===== src/rtl/instruction_fetch_unit_pkg.sv =====
// instruction_fetch_unit_pkg: shared widths and fetch FSM state encoding.
package instruction_fetch_unit_pkg;
  localparam int DEFAULT_ROM_ADDRESS_WIDTH = 16;
  localparam int DEFAULT_INSTRUCTION_WIDTH = 64;
  typedef enum logic {FETCH_IDLE = 1'b0, FETCH_RUN = 1'b1} fetch_state_e;
endpackage


===== src/rtl/fetch_skid_buffer.sv =====
// fetch_skid_buffer: registered output stage plus one-entry skid carrying {pc, instruction}.
module fetch_skid_buffer #(
  parameter int W = 80
) (
  input  logic         clk_i,
  input  logic         rst_ni,
  input  logic         flush_i,
  input  logic         in_valid_i,
  input  logic [W-1:0] in_data_i,
  input  logic         out_ready_i,
  output logic         out_valid_o,
  output logic [W-1:0] out_data_o,
  output logic         skid_valid_o
);
  logic         out_valid_q, out_valid_d, skid_valid_q, skid_valid_d, load;
  logic [W-1:0] out_q, out_d, skid_q, skid_d;
  always_comb begin
    load         = !out_valid_q || out_ready_i;
    out_valid_d  = !flush_i && (load ? (skid_valid_q || in_valid_i) : 1'b1);
    out_d        = (load && skid_valid_q) ? skid_q : (load && in_valid_i) ? in_data_i : out_q;
    skid_valid_d = !flush_i && (load ? (skid_valid_q && in_valid_i) : (skid_valid_q || in_valid_i));
    skid_d       = (in_valid_i && (skid_valid_q || !load)) ? in_data_i : skid_q;
  end
  always_ff @(posedge clk_i or negedge rst_ni) begin
    if (!rst_ni) begin
      out_valid_q  <= 1'b0;
      skid_valid_q <= 1'b0;
      out_q        <= '0;
      skid_q       <= '0;
    end else begin
      out_valid_q  <= out_valid_d;
      skid_valid_q <= skid_valid_d;
      out_q        <= out_d;
      skid_q       <= skid_d;
    end
  end
  assign out_valid_o  = out_valid_q;
  assign out_data_o   = out_q;
  assign skid_valid_o = skid_valid_q;
endmodule


===== src/rtl/instruction_fetch_unit.sv =====
// instruction_fetch_unit: PC/FSM owner streaming ROM words to the decoder through a skid buffer.
module instruction_fetch_unit
  import instruction_fetch_unit_pkg::*;
#(
  parameter int ROM_ADDRESS_WIDTH = DEFAULT_ROM_ADDRESS_WIDTH,
  parameter int INSTRUCTION_WIDTH = DEFAULT_INSTRUCTION_WIDTH
) (
  input  logic                         Clock,
  input  logic                         Reset,
  input  logic                         iTrigger,
  input  logic [ROM_ADDRESS_WIDTH-1:0] iEntryPoint,
  output logic [ROM_ADDRESS_WIDTH-1:0] oIMemAddr,
  output logic                         oIMemRead,
  input  logic [INSTRUCTION_WIDTH-1:0] iIMemInput,
  output logic [INSTRUCTION_WIDTH-1:0] oInstruction,
  output logic                         oInstructionValid,
  output logic [ROM_ADDRESS_WIDTH-1:0] oInstructionPC,
  input  logic                         iDecodeReady,
  input  logic                         iBranchTaken,
  input  logic [ROM_ADDRESS_WIDTH-1:0] iBranchTarget,
  input  logic                         iStop,
  output logic                         oBusy
);
  localparam int W = ROM_ADDRESS_WIDTH + INSTRUCTION_WIDTH;
  fetch_state_e                 state_q, state_d;
  logic [ROM_ADDRESS_WIDTH-1:0] pc_q, pc_d, in_flight_pc_q, in_flight_pc_d;
  logic                         in_flight_q, in_flight_d, run, flush, pop, out_valid, skid_valid;
  logic [1:0]                   occupancy;
  logic [W-1:0]                 out_data;
  always_comb begin
    run            = state_q == FETCH_RUN;
    flush          = run && (iBranchTaken || iStop);
    pop            = out_valid && iDecodeReady;
    occupancy      = {1'b0, out_valid} + {1'b0, skid_valid} + {1'b0, in_flight_q};
    // An issue now lands next cycle, so leave room for it after this cycle's pop.
    oIMemRead      = run && !flush && (occupancy - {1'b0, pop}) < 2'd2;
    state_d        = !run ? (iTrigger ? FETCH_RUN : FETCH_IDLE) : (!iBranchTaken && iStop) ? FETCH_IDLE : FETCH_RUN;
    pc_d           = !run ? (iTrigger ? iEntryPoint : pc_q) : iBranchTaken ? iBranchTarget :
                     oIMemRead ? pc_q + ROM_ADDRESS_WIDTH'(1) : pc_q;
    in_flight_d    = oIMemRead;
    in_flight_pc_d = oIMemRead ? pc_q : in_flight_pc_q;
  end
  always_ff @(posedge Clock or negedge Reset) begin
    if (!Reset) begin
      state_q        <= FETCH_IDLE;
      pc_q           <= '0;
      in_flight_q    <= 1'b0;
      in_flight_pc_q <= '0;
    end else begin
      state_q        <= state_d;
      pc_q           <= pc_d;
      in_flight_q    <= in_flight_d;
      in_flight_pc_q <= in_flight_pc_d;
    end
  end
  fetch_skid_buffer #(.W(W)) u_skid (
    .clk_i       (Clock),
    .rst_ni      (Reset),
    .flush_i     (flush),
    .in_valid_i  (in_flight_q),
    .in_data_i   ({in_flight_pc_q, iIMemInput}),
    .out_ready_i (iDecodeReady),
    .out_valid_o (out_valid),
    .out_data_o  (out_data),
    .skid_valid_o(skid_valid)
  );
  assign oInstructionValid              = out_valid;
  assign {oInstructionPC, oInstruction} = out_data;
  assign oIMemAddr                      = pc_q;
  assign oBusy                          = run;
endmodule


===== config.mk =====
export PLATFORM = sky130hd
export DESIGN_NAME = instruction_fetch_unit
export DESIGN_NICKNAME = d
export VERILOG_FILES = /design/src/rtl/instruction_fetch_unit_pkg.sv /design/src/rtl/fetch_skid_buffer.sv /design/src/rtl/instruction_fetch_unit.sv
export SDC_FILE = /design/constraint.sdc
export NUM_CORES = 1
export LEC_CHECK = 0
export CORE_MARGIN = 2
export CORE_UTILIZATION = 40
export DETAILED_ROUTE_END_ITERATION = 12
export PLACE_DENSITY_LB_ADDON = 0.12
export SLEW_MARGIN = 25
export SYNTH_ARGS = -nofsm -noshare
export SYNTH_HDL_FRONTEND = slang
export SYNTH_SLANG_ARGS = --single-unit

===== constraint.sdc =====
create_clock -name Clock -period 2.74 [get_ports Clock]
set_input_delay 0.548 -clock Clock [delete_from_list [all_inputs] [get_ports Clock]]
set_output_delay 0.548 -clock Clock [all_outputs]
set_load 0.01 [all_outputs]

**Word level (Yosys, flattened, before mapping)**

Index checks and enable logic that the tools add are counted.
Widths: inputs -> output; s select.

- Flip-flop bits (word level): 196
- Bits of input ports: 102
- Output and inout port bits: 99
- Word-level logic and storage cells: 47

- Add/sub/neg operators: 4
- Magnitude comparators: 1
- Equal/unequal tests: 1
- Mux-type cells: 11
- Reductions and logical operators: 22

Operator list:

| cell | count |
|---|---|
| $mux 80 | 2 |
| $mux 16 | 4 |
| $add 16x1->16 const B | 1 |
| $logic_and 1x1->1 | 11 |
| $mux 1 | 5 |
| $logic_not 1->1 | 4 |
| $logic_or 1x1->1 | 4 |
| $reduce_bool 2->1 | 2 |
| $ne 3x2->1 const B | 1 |
| $add 1x1->2 | 1 |
| $add 2x1->2 | 1 |
| $lt 2x2->1 const B | 1 |
| $reduce_and 2->1 | 1 |
| $sub 2x1->2 | 1 |

**Depth between registers and ports, before layout**

Gate-level depths: netlist of run 1.

- Depth in word-level cells: 8
- Gate-level depth with buffers: 11
- Mapped depth without buffers: 9

**Cells and area by module**

Synthesis of run 1 repeated with hierarchy kept, for this count alone.

- Cell total of the unflattened synthesis: 649
- Area, all modules: 9,240.1 um^2

By module, submodules not included:

| module | instances | cells each | area each (um^2) | sequential area each (um^2) |
|---|---|---|---|---|
| fetch_skid_buffer | 1 | 448 | 7,071.8 | 4,053.9 |
| instruction_fetch_unit | 1 | 201 | 2,168.3 | 850.8 |

**Least setup slack after synthesis of run 1**

OpenSTA, ideal clock, no wires.

- Kind: input port to output port
- From: input port iDecodeReady
- To: output port oIMemRead
- Arrival: 1.984 ns
- Data required time: 2.192 ns
- Slack: 0.208 ns
- Stages on the path: 7
- Path buffers: 0
- Cells stage by stage: and2_1 > ha_1 > inv_1 > ha_1 > a21oi_4 > mux2i_4 > inv_2

- Longest elaborated chain between the ends: 4

Ends and longest elaborated chain:

| item | line | source |
|---|---|---|
| from (decl) | instruction_fetch_unit.sv:18 | `input logic iDecodeReady,` |
| $logic_and 1x1->1 | instruction_fetch_unit.sv:33 | `pop = out_valid && iDecodeReady;` |
| $sub 2x1->2 | instruction_fetch_unit.sv:36 | `oIMemRead = run && !flush && (occupancy - {1'b0, pop}) < 2'd2;` |
| $lt 2x2->1 | instruction_fetch_unit.sv:36 |  |
| $logic_and 1x1->1 | instruction_fetch_unit.sv:36 |  |
| to (decl) | instruction_fetch_unit.sv:13 | `output logic oIMemRead,` |

Every way passes these cells.

**Final worst setup path of run 1**

- From: register u_skid.out_valid_q, in the netlist u_skid.out_valid_o
- To: output port oIMemRead

- Longest elaborated chain between the ends: 5
- Elaborated cells between the ends (all ways): 6
- Classes of those cells: add/sub (3); order compare (1); reduce/logical (2)

Ends and longest elaborated chain:

| item | line | source |
|---|---|---|
| from (decl) | fetch_skid_buffer.sv:15 | `logic out_valid_q, out_valid_d, skid_valid_q, skid_valid_d, load;` |
| from (signal assigned) | fetch_skid_buffer.sv:31 | `out_valid_q <= out_valid_d;` |
| $add 1x1->2 | instruction_fetch_unit.sv:34 | `occupancy = {1'b0, out_valid} + {1'b0, skid_valid} + {1'b0, in_flight_q};` |
| $add 2x1->2 | instruction_fetch_unit.sv:34 |  |
| $sub 2x1->2 (*) | instruction_fetch_unit.sv:36 |  |
| $lt 2x2->1 (*) | instruction_fetch_unit.sv:36 |  |
| $logic_and 1x1->1 (*) | instruction_fetch_unit.sv:36 |  |

Mark *: on every way between the ends. The rest lies on a longest branch, timed or not.

==> out/metrics.yaml, run 1 <==
powerDensity_nw_per_um2: 779
crit_fanout: 2
fillCellCount: 1908
cts_hold_buf: 0
peakVddDrop_mv: 0.331
postSynthCellCount: 735
yosysSeqAreaShare_pct: 56.1
yosys_most_used_dff: "dfrtp_1"
grt_start_max_net_pins: 84
track_usage_pct: 17.5
grt_pass1_wl_um: 32900
status: "completed"
nets: 1050
finalCritPeriodShare_pct: 95.6
hold_path_class: "in2async"
cap_violations: 0
place_area_um2: 11200
vias_per_cell: 4.94
port_buffers: 200
clk_pin_slew_ns: 0.08
fin_crit_ns: 2.62
grt_overflow: 0
critPathArrivalTime_ns: 2.07
crit_slowest_cell: "dfrtp_1"
critPathCapture: "oIMemRead"
ant_nets: 0
drt-initial-drc-count: 209
ys_ff_latch: 196
grt_pass1_vias: 6073
crit_type: "reg2out"
rsz0062_at_grt: "no"
yosys.cell_types.count: 57
worstReg2RegStart: "u_skid.out_valid_o"
dieArea_um2: 23100
h-tree-depth: 4
floorplan.initialDensity_pct: 40.4
die_height_um: 152
drive_gt1_share_pct: 19.1
r2r_cells: 13
drt_pass1_iterations: 4
slew_headroom_pct: 67.0
fmax_ghz: 0.382
tritoncts: "yes"
fin_area_um2: 11900
regArea_um2: 4900
antenna_cells: 0
core-area_um2: 21600
vias: 6114
crit_chain: "and2_4, ha_4, inv_2, ha_4, a21oi_4, mux2i_4, inv_2, buf_6"
netlist_area_um2: 8740
drv_slew: 0
syn2layout_area_growth_pct: 36.0
gp_congestion: 0.806
synth_edf_count: 0
cp-end-kind: "primary output"
cts_buffer_depth: 2
worstPathRequired_ns: 2.19
row_count: 54
ctsRootBufferMaster: "clkbuf_16"
drc: 0
place_hpwl_um: 13700
antenna_found_initial: 0
multi_input_area_um2: 3610
p_leak_nw: 5.81
ios: 201
rr_endpoint: "oIMemAddr[7]"
rrSetupSlack_ns: 0.19
synth_nets: 840
setup_violations: 0
ys_async_sr_fraction_pct: 100
final_util_pct: 55.0
cts_buffers: 17
yosysWarnings: 0
crit_path_start_kind: "flip-flop"
report.final.hold_viol_count: 0
tightest_slew_ns: 0.495
die_w_um: 152
wl_per_cell_um: 15.8
max_stage_delay_ns: 0.38
syn_area_per_cell_um2: 11.9
wirelength_um: 19500
cts.sinks: 196
clock_latency_ns: 0.43
finClkSkew_ns: 0.0101
startpoint: "u_skid.out_valid_o"
where the power goes:
group,total (mW),leakage (nW),switching (mW),internal (mW)
registers,4.27,2.49,0.544,3.72
logic,2.53,3.03,1.01,1.52
clock network,2.47,0.288,1.17,1.30
layer usage:
layer	up-vias	part of all wire [%]	global-route usage, %
met5	-	0	0
met4	0	1.2	4.98
met3	16	4.1	3.54
met2	155	45	26.6
met1	2900	49	25.5
li1	3043	-	-
per-stage QoR:
step	power [mW]	setup TNS (ns)	hold WS, ns	worst slack, ns	cells
6_report	9.26	0	0.0587	0.121	1238
5_1_grt	9.83	0	0.0717	0.0230	1238
4_1_cts	9.39	0	0.0722	0.0463	1237
3_5_place_dp	6.88	-5.29	0.469	-0.471	1200
3_3_place_gp	6.81	-4.81	0.460	-0.476	1200
2_1_floorplan	5.43	0	0.252	0.208	735
cells in the mapped netlist (2+ instances only):
cell | count | area share [%]
a211oi_1 | 2 | 0.17
buf_4 | 2 | 0.17
o21ai_0 | 95 | 5.4
dfrtp_1 | 196 | 56
nor3_1 | 2 | 0.11
buf_6 | 3 | 0.39
o22a_1 | 3 | 0.30
mux2_4 | 7 | 1.2
a21oi_1 | 17 | 0.97
xor2_1 | 3 | 0.30
and2_1 | 3 | 0.21
nand2_1 | 102 | 4.4
o21ai_1 | 4 | 0.23
nand4_1 | 3 | 0.21
ha_1 | 3 | 0.43
a22oi_1 | 2 | 0.17
nor2_1 | 11 | 0.47
mux2_2 | 88 | 11
o22ai_1 | 10 | 0.72
mux2i_1 | 78 | 8.9
and3_1 | 3 | 0.21
nand3_1 | 8 | 0.46
nor2b_1 | 4 | 0.29
inv_1 | 5 | 0.21
a31oi_1 | 6 | 0.43
clkbuf_1 | 12 | 0.52
a221o_1 | 2 | 0.23
o211ai_1 | 2 | 0.17
buf_2 | 27 | 1.5
and4_1 | 5 | 0.50
area by class of cell:
type	count	share of cell area, %
timing repair buffer	237	20.3
clock buffer	17	3.58
multi-input combinational	486	30.4
sequential	196	41.2
inverter	7	0.221
clock inverter	15	1.37
tap	280	2.95
layout by cell type, fill, tap and decap left out, types with 3 or more instances in the layout:
| cell type | Yosys | routed |
|---|---|---|
| clkdlybuf4s50_1 | 0 | 197 |
| dfrtp_1 | 196 | 196 |
| nand2_1 | 102 | 101 |
| o21ai_0 | 95 | 95 |
| mux2_2 | 88 | 88 |
| mux2i_1 | 78 | 78 |
| buf_4 | 2 | 27 |
| a21oi_1 | 17 | 17 |
| clkbuf_16 | 0 | 17 |
| nor2_1 | 11 | 11 |
| o22ai_1 | 10 | 10 |
| buf_12 | 1 | 10 |
| nand3_1 | 8 | 8 |
| mux2_4 | 7 | 7 |
| a31oi_1 | 6 | 6 |
| and4_1 | 5 | 5 |
| inv_6 | 0 | 5 |
| inv_1 | 5 | 4 |
| nor2b_1 | 4 | 4 |
| nand4_1 | 3 | 3 |
| o22a_1 | 3 | 3 |
| and3_1 | 3 | 3 |
| o21ai_1 | 4 | 3 |
| xor2_1 | 3 | 3 |
| clkinv_4 | 0 | 3 |
| inv_8 | 0 | 3 |
cell families (layout without fill, tap and decap cells):
| family | count (synthesis) | count (layout) | synth area share [%] |
|---|---|---|---|
| mux | 174 | 174 | 21.7 |
| xor+xnor | 5 | 5 | 0.587 |
| simple gates | 150 | 150 | 7.87 |
| fa+ha+maj | 3 | 3 | 0.429 |
| compound gates | 154 | 154 | 10.1 |
| buf+inv | 53 | 276 | 3.21 |
| flops | 196 | 196 | 56.1 |
sequential cells by signal, summed over array words and instances (netlist names):
signal               cells
in_flight_pc_q          16
in_flight_q              1
oBusy                    1
oIMemAddr               16
u_skid.out_data_o       80
u_skid.out_valid_o       1
u_skid.skid_q           80
u_skid.skid_valid_o      1
critical path: cells and delay by family (launching register included):
family | cells | cell delay [ns]
and+or+nand+nor | 1 | 0.14
AOI/OAI and AO/OA | 1 | 0.16
DFF | 1 | 0.38
muxes | 1 | 0.27
buffers and inverters | 3 | 0.22
adders and majority gates | 2 | 0.46
worst min path at each step:
stage	start	end	slack, ns	cells past startpoint
floorplan	Reset	in_flight_pc_q[0]	0.25	0
global placement	u_skid.out_data_o[24]	u_skid.out_data_o[24]	0.46	2
detailed placement	u_skid.out_data_o[39]	u_skid.out_data_o[39]	0.47	2
CTS	Reset	u_skid.out_data_o[16]	0.07	1
global route	Reset	u_skid.out_data_o[16]	0.07	1
finish	Reset	u_skid.out_data_o[16]	0.06	1
timing repair:
item	in CTS	in global routing
setup endpoints to repair	1	2
hold endpoints to repair	0	0
setup buffers	5	1
gates resized for setup	8	2
pin swaps	3	2
(Power assumes the default switching activity.)
==> run 2, diff against run 1 <==
--- a/config.mk
+++ b/config.mk
@@ -5,9 +5,13 @@
 export SDC_FILE = /design/constraint.sdc
 export NUM_CORES = 1
 export LEC_CHECK = 0
+export CELL_PAD_IN_SITES_DETAIL_PLACEMENT = 0
+export CELL_PAD_IN_SITES_GLOBAL_PLACEMENT = 1
+export CORE_ASPECT_RATIO = 2
 export CORE_MARGIN = 2
 export CORE_UTILIZATION = 40
 export DETAILED_ROUTE_END_ITERATION = 12
+export MAX_ROUTING_LAYER = met4
 export PLACE_DENSITY_LB_ADDON = 0.12
 export SLEW_MARGIN = 25
 export SYNTH_ARGS = -nofsm -noshare
==> run 2 against run 1 <==
Effect of this change: hold slack improved by 0.068 ns; largest power group unchanged; setup slack worse by 0.070 ns; clock skew is 0.00093 ns lower; sequential share of layout area rose by 0.10 points; clock power is 4% higher; die area increased by 0.31%; critical path depth increased by 1.
==> out/metrics.yaml, run 2 (synthesis results as in run 1) <==
clk_pin_slew_ns: 0.06
vias_per_cell: 5.23
fin_crit_ns: 2.69
syn2layout_area_growth_pct: 35.6
row_count: 76
powerDensity_nw_per_um2: 796
tightest_slew_ns: 0.786
ios: 201
final_common_cell: "clkdlybuf4s50_1"
gp_congestion: 0.858
finClkSkew_ns: 0.00920
fmax_ghz: 0.372
drt-initial-drc-count: 234
seqPwrFrac_pct: 45.7
cp_num_buf_inv: 4
drc: 0
cp-end-kind: "primary output"
critPathArrivalTime_ns: 2.14
wl_per_cell_um: 18.2
setup_violations: 0
track_usage_pct: 20.5
drt_pass1_iterations: 5
p_sw_mw: 2.67
crit_path_start_kind: "input port"
drv_slew: 0
p_clk_share_pct: 27.3
timing.final.ws_setup_ns: 0.0504
cts_buffers: 17
drive_gt1_share_pct: 18.2
h-tree-depth: 4
grt_pass1_vias: 6837
report.final.hold_viol_count: 0
max_stage_delay_ns: 0.29
nets: 1043
p_int_mw: 6.77
cap_violations: 0
worstPathRequired_ns: 2.19
slew_headroom_pct: 47.4
ant_nets: 0
grt_overflow: 0
r2r_cells: 13
crit_type: "in2out"
wirelength_um: 22300
peakVddDrop_mv: 0.393
swShare_pct: 28.3
ctsRootBufferMaster: "clkbuf_16"
status: "completed"
final_util_pct: 55.2
layout_common_cells: "clkdlybuf4s50_1, dfrtp_1, nand2_1, o21ai_0, mux2_2"
antenna_found_initial: 2
crit_family: "buffers and inverters"
fin_area_um2: 11900
combinationalPowerShare_pct: 27.0
grt_pass1_wl_um: 35400
place_hpwl_um: 16300
rr_endpoint: "oIMemAddr[4]"
port_buffers: 200
setup_tns_ns: 0
worstReg2RegStart: "u_skid.out_valid_o"
rrSetupSlack_ns: 0.22
pre_cts_ws_ns: -0.587
hold_path_class: "in2async"
place_area_um2: 11200
floorplan.initialDensity_pct: 40.7
grt_start_max_net_pins: 68
tritoncts: "yes"
cts_buffer_depth: 2
cts.sinks: 196
p_leak_nw: 5.78
finalCritPeriodShare_pct: 98.2
dieArea_um2: 23100
vias: 6418
die_w_um: 109
crit_chain: "dlygate4sd2_1, and2_4, ha_4, inv_2, ha_4, a21oi_4, mux2i_4, inv_2, buf_6"
crit_slowest_cell: "mux2i_4"
die_height_um: 213
clock_latency_ns: 0.43
crit_fanout: 3
core-area_um2: 21500
==> run 2: changes by cell type in the layout (fill, tap and decap cells not counted), moves of 2 or more <==
cell / change
inv_6: -5
inv_8: -3
bufinv_16: +2
clkinv_4: -2
diode_2: +3
clkbuf_8: +4
buf_4: -7
clkbuf_1: +2
==> run 2: worst max-delay path by stage <==
| stage | start | endpoint | slack (ns) | cells after the start |
|---|---|---|---|---|
| after floorplan | iDecodeReady | oIMemRead | 0.21 | 7 |
| after global placement | iDecodeReady | oIMemRead | -0.55 | 9 |
| after detailed placement | iDecodeReady | oIMemRead | -0.59 | 9 |
| after CTS | u_skid.out_valid_o | oIMemRead | -0.02 | 8 |
| after global routing | u_skid.out_valid_o | oIMemRead | -0.02 | 8 |
| final | iDecodeReady | oIMemRead | 0.05 | 9 |
==> run 2: per-stage QoR <==
| stage | cells | hold WS, ns | power [mW] |
|---|---|---|---|
| floorplan | 735 | 0.252 | 5.43 |
| global placement | 1189 | 0.462 | 6.84 |
| detailed placement | 1189 | 0.471 | 6.96 |
| CTS | 1222 | 0.134 | 9.58 |
| global route | 1225 | 0.153 | 10.0 |
| finish | 1226 | 0.126 | 9.44 |
==> run 2: repair_timing <==
item / CTS / global route
hold buffers: 0 / 0
resized for setup: 8 / 2
pin swaps: 3 / 2
setup buffers: 2 / 1
setup endpoints to repair: 1 / 1
==> run 2: layout make-up <==
cell class                 count  area, um2
antenna                        3       7.51
clock buffer                  23        488
clock inverter                 8        124
fill                        1938       9630
inverter                       7       26.3
multi-input combinational    486       3610
sequential                   196       4900
tap                          273        342
timing repair buffer         230       2360
==> run 2: power by group through the flow <==
stage               Sequential, mW  Combinational [mW]  Clock, mW
floorplan                     4.40                1.03          0
global placement              4.32                2.52          0
detailed placement            4.38                2.58          0
CTS                           4.33                2.60       2.65
global route                  4.43                2.80       2.77
finish                        4.31                2.55       2.58
==> run 2: per-layer routing <==
layer | part of all wire (%) | vias up | track usage [%]
met4 | 4.0 | 0 | 10.4
met3 | 4.6 | 40 | 4.00
met1 | 37 | 3163 | 21.1
met5 | 0 | - | -
met2 | 54 | 187 | 36.5
li1 | - | 3028 | -
